--- src/rtl/gpio_input_conditioner.sv ---
// gpio_input_conditioner: per-pin pad synchronizer, debounce, edge pulses and sticky event flags
module gpio_input_conditioner #(
    parameter int GPIO_WIDTH      = 3,
    parameter int SYNC_STAGES     = 2,
    parameter int DEBOUNCE_CYCLES = 120000
) (
    input  logic                  clock,
    input  logic                  reset,
    input  logic [GPIO_WIDTH-1:0] gpio_pad_in,
    input  logic [GPIO_WIDTH-1:0] gpio_oe,
    input  logic [GPIO_WIDTH-1:0] gpio_output,
    input  logic [GPIO_WIDTH-1:0] event_clear,
    output logic [GPIO_WIDTH-1:0] gpio_input,
    output logic [GPIO_WIDTH-1:0] rise_pulse,
    output logic [GPIO_WIDTH-1:0] fall_pulse,
    output logic [GPIO_WIDTH-1:0] event_pending
);
    localparam int CNT_W = $clog2(DEBOUNCE_CYCLES + 1);
    localparam logic [CNT_W-1:0] CNT_MAX = CNT_W'(DEBOUNCE_CYCLES - 1);
    logic [GPIO_WIDTH-1:0] sync_q [SYNC_STAGES];
    logic [GPIO_WIDTH-1:0] sample, next_stable;
    assign sample = (gpio_oe & gpio_output) | (~gpio_oe & sync_q[SYNC_STAGES-1]);
    always_ff @(posedge clock) begin
        if (reset) begin
            for (int k = 0; k < SYNC_STAGES; k++) sync_q[k] <= '0;
        end else begin
            sync_q[0] <= gpio_pad_in;
            for (int k = 1; k < SYNC_STAGES; k++) sync_q[k] <= sync_q[k-1];
        end
    end
    // a driven pin bypasses debounce; otherwise the counter tracks consecutive differing samples
    for (genvar i = 0; i < GPIO_WIDTH; i++) begin : g_ch
        logic [CNT_W-1:0] cnt;
        logic differ, accept;
        assign differ = sample[i] != gpio_input[i];
        assign accept = gpio_oe[i] || (differ && cnt == CNT_MAX);
        assign next_stable[i] = accept ? sample[i] : gpio_input[i];
        always_ff @(posedge clock) begin
            if (reset) cnt <= '0;
            else cnt <= (accept || !differ) ? '0 : cnt + CNT_W'(1);
        end
    end
    always_ff @(posedge clock) begin
        if (reset) begin
            gpio_input    <= '0;
            rise_pulse    <= '0;
            fall_pulse    <= '0;
            event_pending <= '0;
        end else begin
            gpio_input    <= next_stable;
            rise_pulse    <= next_stable & ~gpio_input;
            fall_pulse    <= ~next_stable & gpio_input;
            event_pending <= (next_stable ^ gpio_input) | (event_pending & ~event_clear);
        end
    end
endmodule

--- config.mk ---
export PLATFORM = sky130hd
export DESIGN_NAME = gpio_input_conditioner
export DESIGN_NICKNAME = d
export VERILOG_FILES = /design/src/rtl/gpio_input_conditioner.sv
export SDC_FILE = /design/constraint.sdc
export NUM_CORES = 1
export LEC_CHECK = 0
export ABC_CLOCK_PERIOD_IN_PS = 4100
export CORE_UTILIZATION = 61
export DETAILED_ROUTE_END_ITERATION = 10
export GPL_ROUTABILITY_DRIVEN = 0
export PLACE_DENSITY_LB_ADDON = 0.3
export SLEW_MARGIN = 20
export SYNTH_ARGS = -nofsm -noshare
export SYNTH_HDL_FRONTEND = slang
export SYNTH_SLANG_ARGS = --single-unit
--- constraint.sdc ---
create_clock -name clock -period 4.1 [get_ports clock]
set_clock_uncertainty 0.2 [all_clocks]
set_input_delay 0.615 -clock clock [delete_from_list [all_inputs] [get_ports clock]]
set_output_delay 0.615 -clock clock [all_outputs]
set_load 0.01 [all_outputs]
==> results of run 1 <==
## cell usage after synthesis (all sizes together)
| master | count | area share, % |
|---|---|---|
| clkbuf | 4 | 0.50 |
| a31o | 7 | 2.0 |
| nand3 | 12 | 2.0 |
| o21ba | 1 | 0.33 |
| dfxtp | 69 | 46 |
| a21oi | 14 | 2.3 |
| inv | 17 | 2.1 |
| mux2i | 1 | 0.33 |
| nor4 | 9 | 2.6 |
| and4b | 2 | 0.67 |
| nand4bb | 1 | 0.38 |
| nor3 | 8 | 1.3 |
| nand2b | 3 | 0.63 |
| mux2 | 2 | 0.75 |
| and4 | 4 | 1.2 |
| xnor2 | 24 | 7.0 |
| or4b | 1 | 0.46 |
| nor2 | 48 | 6.0 |
| nor2b | 12 | 2.5 |
| a211oi | 3 | 0.75 |
| and2 | 2 | 0.42 |
| and3 | 4 | 0.83 |
| nor4bb | 4 | 1.3 |
| xor2 | 17 | 5.0 |
| ha | 9 | 3.8 |
| buf | 4 | 1.2 |
| nand2 | 13 | 1.6 |
| nor4b | 1 | 0.29 |
| a21o | 3 | 0.75 |
| nand4 | 22 | 4.6 |
| or4 | 1 | 0.25 |
## area by class of cell
class | count | area, sq um | area share (%)
Sequential cell | 69 | 1380 | 39.9
Tap cell | 67 | 83.8 | 2.42
Clock buffer | 15 | 166 | 4.81
Multi-Input combinational cell | 228 | 1500 | 43.4
Inverter | 17 | 63.8 | 1.84
Timing Repair Buffer | 26 | 258 | 7.45
Clock inverter | 1 | 5.00 | 0.145
## flip-flops by register name (all words and copies together) (netlist names)
name,count
fall_pulse,3
g_ch.cnt,51
gpio_input,3
event_pending,3
sync_q,6
rise_pulse,3
## logic make-up (layout without fill, tap and decap cells)
| group | count (synthesis) | in the layout | synth area share [%] |
|---|---|---|---|
| compound gates | 28 | 28 | 6.22 |
| xor+xnor | 41 | 41 | 12.0 |
| fa+ha+maj | 9 | 9 | 3.76 |
| buf+inv | 25 | 59 | 3.80 |
| flops | 69 | 69 | 46.1 |
| mux | 3 | 3 | 1.09 |
| simple gates | 147 | 147 | 27.1 |
## where the power goes
| group | internal, mW | switching (mW) |
|---|---|---|
| Sequential | 0.683 | 0.00756 |
| Clock | 0.253 | 0.235 |
| Combinational | 0.0423 | 0.0328 |
## per-stage QoR
step | hold WS [ns] | power, mW | instance area, sq um
4_1_cts | 0.245 | 1.27 | 3460
6_report | 0.238 | 1.25 | 3460
5_1_grt | 0.261 | 1.30 | 3460
3_5_place_dp | 0.229 | 0.782 | 3290
3_3_place_gp | 0.220 | 0.779 | 3290
2_1_floorplan | 0.214 | 0.746 | 3000
## worst max-delay path, stage by stage
cell	delay (ns)
clkdlybuf4s50_1	0.52
mux2_2	0.36
xnor2_1	0.11
or4_1	0.69
a21oi_1	0.22
## layer usage
metal,wire length (um),vias to the layer above
li1,-,1173
met2,2520,35
met3,287,11
met5,0,-
met4,88,0
met1,2350,1074
## worst paths after layout
kind / cells after the start / from / slack [ns] / to
worst min register to register: 1 / sync_q[0][2] / 0.24 / sync_q[0][5]
worst min-delay path: 1 / sync_q[0][2] / 0.24 / sync_q[0][5]
worst max register to register: 4 / g_ch[1].cnt[11] / 1.87 / g_ch[1].cnt[12]
worst max-delay path: 5 / gpio_oe[1] / 1.64 / g_ch[1].cnt[15]
==> results.yml, run 1 <==
clock_network:
  cts_inserted_buffers: 9
  clock_path_buffers: 2
  clk_latency_ns: 0.34
  tritoncts_clock_tree: "done"
  tritoncts_sink_count: 69
  postCtsSetupRepairBufs: 0
  cts-resized-gates: 0
  cts_clk_pin_slew_worst_paths_ns: 0.07
  htree_levels: 3
  clock-root-buffer: "clkbuf_8"
  cts_hold_buffers: 0
worst_setup_path:
  critPathCaptureType: "register"
  timing_worst_setup_path_type: "in2reg"
  worst-path-max-fanout: 17
  critPathArrivalTime_ns: 2.52
  start_kind: "input pin"
  required_ns: 4.17
final_layout:
  drive_gt1_share_pct: 7.30
  most_used_cells_in_the_layout_excluding_fill_and_tap_cells: "69 x dfxtp_1, 48 x nor2_1, 25 x clkdlybuf4s50_1"
  antenna-diode-count: 0
  final_cell_count_no_fill: 423
  fillers: 354
  utilization_pct: 73.3
  area_growth_syn_to_layout_pct: 15.4
  layout.cells.most_common: "dfxtp_1"
  design.final.nets: 374
floorplan:
  io_pins: 26
  dieHeight_um: 72.1
  floorplan.die_area_sq_um: 5200
  num_rows: 25
  initial_utilization_pct: 63.5
  die-width_um: 72.1
  core_sq_um: 4720
sta:
  rsz_0062_raised_after_global_routing: "no"
  drv_slew: 0
  final.setup.tns_ns: 0
  setup-violations-final: 0
  worst_slack_ns: 1.64
  hold_viol_final: 0
  fmaxAchievable_ghz: 0.407
  period_minus_slack_ns: 2.46
  post-route-period-util_pct: 59.9
  timing.slew.headroom_pct: 57.0
  worstMarginPinSlew_ns: 0.637
drt:
  remaining_antenna_violation_count: 0
  detailroute.via_count: 2293
  detailedRoute.firstPassIterationCount: 4
  viasPerCell: 5.42
  drt_iter0_drc: 79
  drc: 0
  avgRoutedWirePerCell_um: 12.4
  drt_wl_total_mm: 5.25
global_route:
  pin_count_of_the_biggest_net_entering_global_routing: 22
  grt.total_usage_pct: 22.7
  use_met2_pct: 36.9
  gr-total-overflow: 0
  grt_first_pass_wirelength_mm: 9.18
  global_route.usage.met3_pct: 10.0
  first_global_vias: 2176
  grt_antenna_before_repair: 0
  grt_most_used_layer: "met2"
  met1_track_demand_over_resource_pct: 26.3
logic_synthesis:
  synth-seq-cells: 69
  ys_warn_count: 0
  number_of_different_library_cells_in_the_post_synthesis_netlist: 36
  mapped_avg_cell_area_sq_um: 9.31
  yosysSeqAreaShare_pct: 46.1
  synth.cell_area_sq_um: 3000
  synthesis.instances: 322
  postSynthNetCount: 345
pwr:
  powerDensity_nw_per_um2: 362
  leakagePower_nw: 1.15
  peakVddDrop_v: 0.000366
placement:
  placedCellCount: 407
  placement.setup.worst_slack_ns: 1.28
  placement.io_buffers: 25
  place.detailed.hpwl_mm: 3.62
run_status:
  outcome: "finished, final reports clean"
min_path:
  hold_crit_path_type: "reg2reg"
job:
  drv.max_cap_violation_count: 0
Power figures use the tool's default switching activity.
==> run 2, diff against run 1 <==
ABC_CLOCK_PERIOD_IN_PS = 2000   (was 4100)
CORE_UTILIZATION = 51   (was 61)
clock period = 2 ns   (was 4.1 ns; I/O delays follow)
==> run 2 against run 1 <==
Final area is 15% higher; cell count up 11%; combinational power grew 140%; hold slack better by 0.00079 ns; register-to-register slack lost 1.9 ns; non-clock buffer count is 40 higher; core utilization down 2.0 points; total power grew 140%; critical path type is now reg2reg; largest cell class unchanged; highest routed layer unchanged.
==> results.yml, run 2 (synthesis gave the netlist of run 1 again) <==
worst_setup_path:
  timing.rr.start: "g_ch[1].cnt[9]"
  start_kind: "register"
  worst-path-max-fanout: 3
  critPathArrivalTime_ns: 2.07
  ff2ff_path_depth: 6
  reg2reg_setup_slack_ns: 0.008
  critPathCaptureType: "register"
  rr_endpoint: "event_pending[1]"
  timing_worst_setup_path_type: "reg2reg"
  required_ns: 2.08
final_layout:
  drive_gt1_share_pct: 22.2
  antenna-diode-count: 0
  area_growth_syn_to_layout_pct: 32.4
  registers.top_by_ff_count: "g_ch.cnt"
  fillers: 414
  design.final.nets: 414
  reg.largest.list: "g_ch.cnt: 51 flops, sync_q: 6 flops"
  utilization_pct: 71.2
  flip_flop_count_of_the_largest_register_all_copies_and_words_added: 51
  most_used_cells_in_the_layout_excluding_fill_and_tap_cells: "63 x dfxtp_1, 47 x nor2_1, 41 x buf_4"
  layout.cells.most_common: "dfxtp_1"
sta:
  period_minus_slack_ns: 1.99
  rsz_0062_raised_after_global_routing: "yes"
  fmaxAchievable_ghz: 0.502
  hold_viol_final: 0
  timing.slew.headroom_pct: 71.2
  setup-violations-final: 0
  worst_slack_ns: 0.00785
  worstMarginPinSlew_ns: 0.429
  final.setup.tns_ns: 0
  post-route-period-util_pct: 99.6
  drv_slew: 0
global_route:
  grt_first_pass_wirelength_mm: 10.3
  pin_count_of_the_biggest_net_entering_global_routing: 18
  grt.total_usage_pct: 21.1
  grt_antenna_before_repair: 0
  gr-total-overflow: 0
  first_global_vias: 2482
placement:
  placement.io_buffers: 25
  place.detailed.hpwl_mm: 4.17
  placement.setup.worst_slack_ns: -0.257
run_status:
  outcome: "finished, final reports clean"
drt:
  topRoutingLayerUsed: "met4"
  routed-wl-met3_um: 192
  detail_route.wirelength.met1_mm: 2.80
  detailedRoute.firstPassIterationCount: 4
  met2_length_mm: 3.04
  drt_iter0_drc: 125
  drt_wl_total_mm: 6.09
  avgRoutedWirePerCell_um: 13.0
  viasPerCell: 5.22
  drc: 0
  remaining_antenna_violation_count: 0
  detailroute.via_count: 2443
floorplan:
  dieHeight_um: 78.7
  floorplan.die_area_sq_um: 6190
  die-width_um: 78.7
  core_sq_um: 5570
  initial_utilization_pct: 53.8
  io_pins: 26
  num_rows: 27
pwr:
  leakagePower_nw: 1.43
  peakVddDrop_v: 0.000550
  powerDensity_nw_per_um2: 758
  p_total_mw: 3.01
clock_network:
  clock-root-buffer: "clkbuf_8"
  clk_latency_ns: 0.34
  tritoncts_clock_tree: "done"
  cts_hold_buffers: 0
  clock_path_buffers: 2
  tritoncts_sink_count: 69
  htree_levels: 3
  cts_clk_pin_slew_worst_paths_ns: 0.07
  cts_inserted_buffers: 9
min_path:
  hold-path-cell-count: 1
  hp-start: "sync_q[0][1]"
  worst_hold_path.endpoint: "sync_q[0][4]"
  hold_crit_path_type: "reg2reg"
job:
  drv.max_cap_violation_count: 0
[run 2: cell count changes in the layout (fill, tap and decap cells not counted), moves of 2 or more]
cell       change
buf_4         +40
ha_1           -2
bufinv_16      +3
dfxtp_2        +6
nor4bb_4       +2
nor4bb_1       -2
ha_4           +2
clkbuf_1       -4
a21oi_1        -4
a21oi_2        +4
dfxtp_1        -6
[run 2: worst max-delay path by stage]
stage                   startpoint                to  slack (ns)
floorplan           g_ch[0].cnt[0]  event_pending[0]        0.04
global placement        gpio_oe[1]   g_ch[1].cnt[13]       -0.22
detailed placement      gpio_oe[1]    g_ch[1].cnt[9]       -0.26
CTS                 g_ch[1].cnt[9]  event_pending[1]     -0.0003
global route        g_ch[1].cnt[9]  event_pending[1]        -0.1
finish              g_ch[1].cnt[9]  event_pending[1]       0.008
[run 2: layer usage]
layer / up-vias / global-route usage [%]
met2: 39 / 36.3
li1: 1255 / -
met4: 0 / 9.07
met5: - / 0
met3: 7 / 4.88
met1: 1142 / 24.9
[run 2: layout make-up]
cell class	instances	area [sq um]	share of cell area, %
clock buffers	11	151	3.81
multi-input cells	228	1610	40.6
repair buffers	66	558	14.1
clock inverters	5	106	2.68
inverters	17	63.8	1.61
well taps	72	90.1	2.27
flip-flops and latches	69	1390	35.0
[run 2: per-stage QoR]
| stage | instance area [sq um] | hold WS (ns) | instances |
|---|---|---|---|
| after detailed placement | 3590 | 0.224 | 451 |
| final | 3970 | 0.239 | 468 |
| after global routing | 3970 | 0.265 | 468 |
| after global placement | 3590 | 0.216 | 451 |
| after CTS | 3860 | 0.243 | 467 |
| after floorplan | 3000 | 0.214 | 322 |
[run 2: power breakdown]
group | total [mW] | switching [mW] | leakage (nW) | internal, mW
clock network | 1.41 | 0.515 | 0.126 | 0.898
logic | 0.180 | 0.0762 | 0.746 | 0.104
registers | 1.42 | 0.0167 | 0.563 | 1.40
total | 3.01 | 0.608 | 1.43 | 2.40
[run 2: repair_timing]
item / in CTS / in global routing
resized for setup: 4 / 21
cloned: 0 / 0
pin swaps: 0 / 7
buffers inserted: 0 / 1
endpoints found under the setup margin: 3 / 9
[run 2: worst max-delay path: stages, from the launching register on]
cell and delay (ns):
dfxtp_2 0.33, or4b_4 0.54, nor4_4 0.25, o21ba_4 0.19, a21oi_2 0.03, ha_1 0.28
a21oi_2 0.11
